### config.mk
export PLATFORM = sky130hd
export DESIGN_NAME = max_pool_2x2
export DESIGN_NICKNAME = d
export VERILOG_FILES = /design/src/rtl/max_pool_2x2.sv
export SDC_FILE = /design/constraint.sdc
export NUM_CORES = 1
export LEC_CHECK = 0
export BUFFER_PORTS_ARGS = -buffer_cell sky130_fd_sc_hd__buf_2
export CORE_UTILIZATION = 30
export CTS_CLUSTER_SIZE = 8
export DETAILED_ROUTE_END_ITERATION = 16
export PLACE_DENSITY = 0.57
export SLEW_MARGIN = 20
export SYNTH_ARGS = -nofsm -noshare
export SYNTH_HDL_FRONTEND = slang
export SYNTH_SLANG_ARGS = --single-unit
### constraint.sdc
create_clock -name clk -period 4 [get_ports clk]
set_input_delay 0.2 -clock clk [delete_from_list [all_inputs] [get_ports clk]]
set_output_delay 0.2 -clock clk [all_outputs]
set_load 0.02 [all_outputs]
### src/rtl/max_pool_2x2.sv
`timescale 1ns/1ps
// max_pool_2x2: streaming 2x2 / stride-2 max pooling over a raster-order
// feature map. A half-row line buffer holds the top-row pair maxima. One
// pooled pixel per window leaves through a registered valid/ready output.
// Optional build macro POOL_RELU_CLAMP_EN: negative input pixels are replaced
// by zero before they are stored or compared.
module max_pool_2x2 #(
   parameter int IMG_W         = 28,
   parameter int IMG_H         = 28,
   parameter int INTERNAL_BITS = 32
) (
   input  logic                     clk,
   input  logic                     rst_n,
   input  logic                     in_valid,
   output logic                     in_ready,
   input  logic [INTERNAL_BITS-1:0] in_data,
   output logic                     out_valid,
   input  logic                     out_ready,
   output logic [INTERNAL_BITS-1:0] out_data,
   output logic                     out_last
);

   localparam int COL_W = $clog2(IMG_W);
   localparam int ROW_W = $clog2(IMG_H);
   localparam int LB_N  = IMG_W / 2;
   localparam int LB_W  = (LB_N > 1) ? $clog2(LB_N) : 1;

   typedef enum logic {
      EVEN_ROW = 1'b0,
      ODD_ROW  = 1'b1
   } phase_t;

   phase_t                   state;
   phase_t                   state_next;
   logic [COL_W-1:0]         col;
   logic [ROW_W-1:0]         row;
   logic [INTERNAL_BITS-1:0] hold;
   logic [INTERNAL_BITS-1:0] lbuf [LB_N];
   logic [INTERNAL_BITS-1:0] pix;
   logic [INTERNAL_BITS-1:0] pair_max;
   logic [INTERNAL_BITS-1:0] win_max;
   logic [LB_W-1:0]          lb_idx;
   logic                     beat;
   logic                     col_last;
   logic                     row_last;
   logic                     load;

   // Signed maximum; ties return the (identical) value.
   function automatic logic [INTERNAL_BITS-1:0] smax(
      input logic [INTERNAL_BITS-1:0] a,
      input logic [INTERNAL_BITS-1:0] b
   );
      return ($signed(a) >= $signed(b)) ? a : b;
   endfunction

   // Handshake: a transfer happens on a rising edge where valid && ready.
   // Input side stalls completely whenever a pooled pixel is waiting and the
   // consumer is not taking it, so no beat can overwrite pending state.
   assign in_ready = !(out_valid && !out_ready);
   assign beat     = in_valid && in_ready;

`ifdef POOL_RELU_CLAMP_EN
   assign pix = in_data[INTERNAL_BITS-1] ? '0 : in_data;
`else
   assign pix = in_data;
`endif

   assign col_last = (col == COL_W'(IMG_W - 1));
   assign row_last = (row == ROW_W'(IMG_H - 1));
   assign lb_idx   = LB_W'(col >> 1);
   assign pair_max = smax(hold, pix);
   assign win_max  = smax(lbuf[lb_idx], pair_max);
   assign load     = beat && (state == ODD_ROW) && col[0];

   // Row-phase next state: flips only on the last beat of each row.
   always_comb begin
      state_next = state;
      if (beat && col_last) begin
         state_next = (state == EVEN_ROW) ? ODD_ROW : EVEN_ROW;
      end
   end

   // Row-phase state register.
   always_ff @(posedge clk or negedge rst_n) begin
      if (!rst_n) begin
         state <= EVEN_ROW;
      end else begin
         state <= state_next;
      end
   end

   // Raster position counters; wrap straight into the next frame.
   always_ff @(posedge clk or negedge rst_n) begin
      if (!rst_n) begin
         col <= '0;
         row <= '0;
      end else if (beat) begin
         if (col_last) begin
            col <= '0;
            row <= row_last ? '0 : row + ROW_W'(1);
         end else begin
            col <= col + COL_W'(1);
         end
      end
   end

   // Left pixel of the current horizontal pair.
   always_ff @(posedge clk or negedge rst_n) begin
      if (!rst_n) begin
         hold <= '0;
      end else if (beat && !col[0]) begin
         hold <= pix;
      end
   end

   // Line buffer: top-row pair maxima; always written before being read.
   always_ff @(posedge clk) begin
      if (beat && (state == EVEN_ROW) && col[0]) begin
         lbuf[lb_idx] <= pair_max;
      end
   end

   // Output register: load on window completion, otherwise drain on ready.
   always_ff @(posedge clk or negedge rst_n) begin
      if (!rst_n) begin
         out_valid <= 1'b0;
         out_data  <= '0;
         out_last  <= 1'b0;
      end else if (load) begin
         out_valid <= 1'b1;
         out_data  <= win_max;
         out_last  <= row_last && col_last;
      end else if (out_ready) begin
         out_valid <= 1'b0;
         out_last  <= 1'b0;
      end
   end

endmodule

==> flow_summary.ini <==
[drt]
viasPerCell = 5.08
drc = 0
drtAntennaViolNets = 0
firstDrtPassIters = 7
via_count = 15700
initialDrtViolationCount = 1328
post_drt_wl_per_cell_um = 22.3
wl_um = 68900

[worst_setup_path]
r2r_end = out_data[4]
worstReg2RegStart = hold[1]
crit_family = simple AND/OR/NAND/NOR gates
regToRegSetupSlack_ns = -0.59
slowest_delay_ns = 0.53
required_ns = 4.52
cp_num_buf_inv = 5
worstPathArrival_ns = 5.10
crit_fanout = 6
critical_path_class = reg2reg
crit_chain = ha_4 -> nor2b_4 -> o211ai_1 -> a2111oi_4 -> buf_4 -> buf_4 -> o21a_4 -> buf_12 -> buf_6 -> nor4_4 -> nor4bb_4 -> ha_1 -> nand4_1 -> nor3_4 -> a211oi_4 -> nor2_2 -> a31oi_4 -> or3_4 -> buf_12 -> o211ai_1
worstSetupEndpointType = flop
startpoint_type = flop
rr_worst_depth = 20
slowest_stage = or3_4

[global_routing]
antenna_found_initial = 2
grt_use_total = 0.167
grt_pass1_wl_um = 103000
grt_pass1_vias = 16200
grt_max_degree = 65
overflow = 0

[cts]
clkSinkCount = 525
htreeDepth = 3
root_buffer = clkbuf_16
cts_inserted_buffers = 76
cts_tree = built
clk_latency_ns = 0.62
cts_buffer_depth = 3
path_clk_slew_ns = 0.05

[logic_synthesis]
syn_inst = 1582
yosys.area.top_type_share = 0.548
syn-cell-area_mm2 = 0.0245
synthFlopType = edfxtp_1
synthesis.nets = 1684
ys_seq_elements = 525
seq_area_frac_synth = 0.627
yosysTopAreaCell = edfxtp_1
synth_edf_count = 448
yosysMostFrequentCell = edfxtp_1
async_flop_share = 0.147
synthDistinctLibCells = 56
synth_top_cells_by_area = edfxtp_1 55%, mux4_2 12%, dfrtp_1 7.9%
yosysWarnings = 0
syn_area_per_cell_um2 = 15.5
synthTopCellsByCount = 448 x edfxtp_1, 186 x nand2_1, 127 x mux4_2

[floorplan]
die_y_um = 288
die_w_um = 288
initial_utilization = 0.304
io_pins = 71
die_area_mm2 = 0.0830
placementRows = 104
core_area_mm2 = 0.0807

[sta]
relSlewSlack = 0.472
hold_viol_final = 0
finalSetupViolations = 32
fin_crit_ns = 4.59
min_period_over_period = 1.15
fin_worst_skew_ns = 0.0315
slew_violations = 0
postLayoutSetupSlackWorst_ns = -0.586
max_freq_mhz = 218
rsz0062_at_grt = true
worst_slew_pin_slew_ns = 0.793

[power_and_ir_drop]
powerDensity_mw_per_mm2 = 824
p_total_mw = 26.4
cellLeakagePower_nw = 11.8
ir_drop_uv = 641

[placement]
portBuffers = 70
dpl.hpwl_um = 43200
dpl.cell_count = 2868
gp_congestion = 0.826

[finish]
drive_gt1_frac = 0.387
fin_cells = 3086
antennaDiodeCount = 0
nets = 2072
area_growth_pct = 30.5

[status]
status = finished with violations
violations = setup timing

[min_path]
min-delay-start = in_valid
hold_depth = 4
holdPathEnd = col[1]
hold_path.class = in2reg

[flow_run]
drv_cap = 0
-- final cells by class --
type	count	area, um^2
clock buffer	126	2100
clock inverter	8	125
fill	7343	48600
inverter	67	251
multi-input combinational	881	9300
sequential	525	15400
tap	1060	1330
timing repair buffer	419	3550
-- cells in the final DEF (no fill, tap or decap), types with 6 or more instances in the layout --
cell / Yosys / layout
nor2_4: 0 / 10
dfrtp_1: 77 / 73
nor2_1: 18 / 7
a21oi_2: 29 / 28
a21oi_1: 30 / 22
nor4bb_4: 29 / 30
nand4_1: 13 / 13
o21ai_0: 74 / 71
buf_12: 0 / 25
a21o_1: 11 / 11
nand3_1: 43 / 38
nor4_1: 34 / 6
nor2b_1: 34 / 33
nand2_1: 186 / 183
o211ai_1: 13 / 13
a22oi_1: 32 / 32
ha_4: 0 / 11
nand2b_1: 8 / 6
clkbuf_1: 66 / 49
buf_2: 28 / 69
nor4_4: 0 / 15
buf_4: 4 / 272
nor3_4: 1 / 7
dlygate4sd3_1: 0 / 34
edfxtp_1: 448 / 448
a31oi_1: 33 / 32
nor4_2: 0 / 13
ha_1: 66 / 54
inv_1: 67 / 65
buf_6: 9 / 11
mux4_2: 127 / 127
o211ai_2: 20 / 20
mux2_1: 30 / 30
a21oi_4: 0 / 9
clkbuf_16: 0 / 78
-- timing repair --
item | CTS | global route
buffers inserted | 28 | 17
resized for setup | 70 | 37
hold buffers | 34 | 0
endpoints found under the setup margin | 32 | 32
gates cloned | 4 | 2
endpoints found under the hold margin | 85 | 0
pin swaps | 27 | 27
-- logic make-up after synthesis --
logic type / share of synthesized area
flops: 0.627
simple gates: 0.103
compound gates: 0.0723
buf+inv: 0.0317
mux: 0.132
fa+ha+maj: 0.0336
xor+xnor: 0.000357
-- worst register-to-register path: stages (launching register included) --
cell	delay, ns
dfrtp_1	0.41
ha_4	0.28
nor2b_4	0.12
o211ai_1	0.14
a2111oi_4	0.40
buf_4	0.18
buf_4	0.10
o21a_4	0.19
buf_12	0.15
buf_6	0.12
nor4_4	0.05
nor4bb_4	0.34
ha_1	0.23
nand4_1	0.25
nor3_4	0.33
a211oi_4	0.12
nor2_2	0.14
a31oi_4	0.06
or3_4	0.53
buf_12	0.19
o211ai_1	0.19
-- registers in the layout, indices dropped and copies added (netlist names) --
name       cells
col            5
hold          32
lbuf         448
out_data      32
out_last       1
out_valid      1
row            5
state          1
-- where the power goes --
part	internal [mW]	switching, mW	leakage, nW
registers	7.81	0.470	5.04
clock network	3.58	2.35	1.05
logic	5.52	6.67	5.69
-- per-layer routing --
metal  part of all wire  track usage
met1               0.42        0.215
met2               0.50        0.282
met3              0.060       0.0366
met4              0.019       0.0442
met5                  0            0
-- metrics by stage --
| step | cell area, um^2 | utilization | worst slack [ns] | hold WS (ns) | setup TNS [ns] |
|---|---|---|---|---|---|
| after detailed placement | 28300 | 0.351 | -0.759 | 0.339 | -22.58 |
| after global placement | 28300 | 0.351 | -0.643 | 0.323 | -19.79 |
| after global routing | 32000 | 0.397 | -0.733 | 0.139 | -21.54 |
| after CTS | 31700 | 0.392 | -0.465 | 0.0579 | -13.51 |
| final | 32000 | 0.397 | -0.586 | 0.116 | -17.24 |
| after floorplan | 24900 | - | -0.000544 | -0.0956 | -0.000544 |
-- worst max-delay path by stage --
stage | to | depth (start not counted) | startpoint | slack (ns)
after floorplan | out_data[4] | 20 | hold[22] | -0.0005
after global placement | out_data[30] | 18 | in_data[9] | -0.64
after detailed placement | out_data[4] | 16 | hold[11] | -0.76
after CTS | out_data[4] | 20 | hold[1] | -0.46
after global routing | out_data[0] | 20 | hold[1] | -0.73
final | out_data[4] | 20 | hold[1] | -0.59
(Power assumes the default switching activity.)
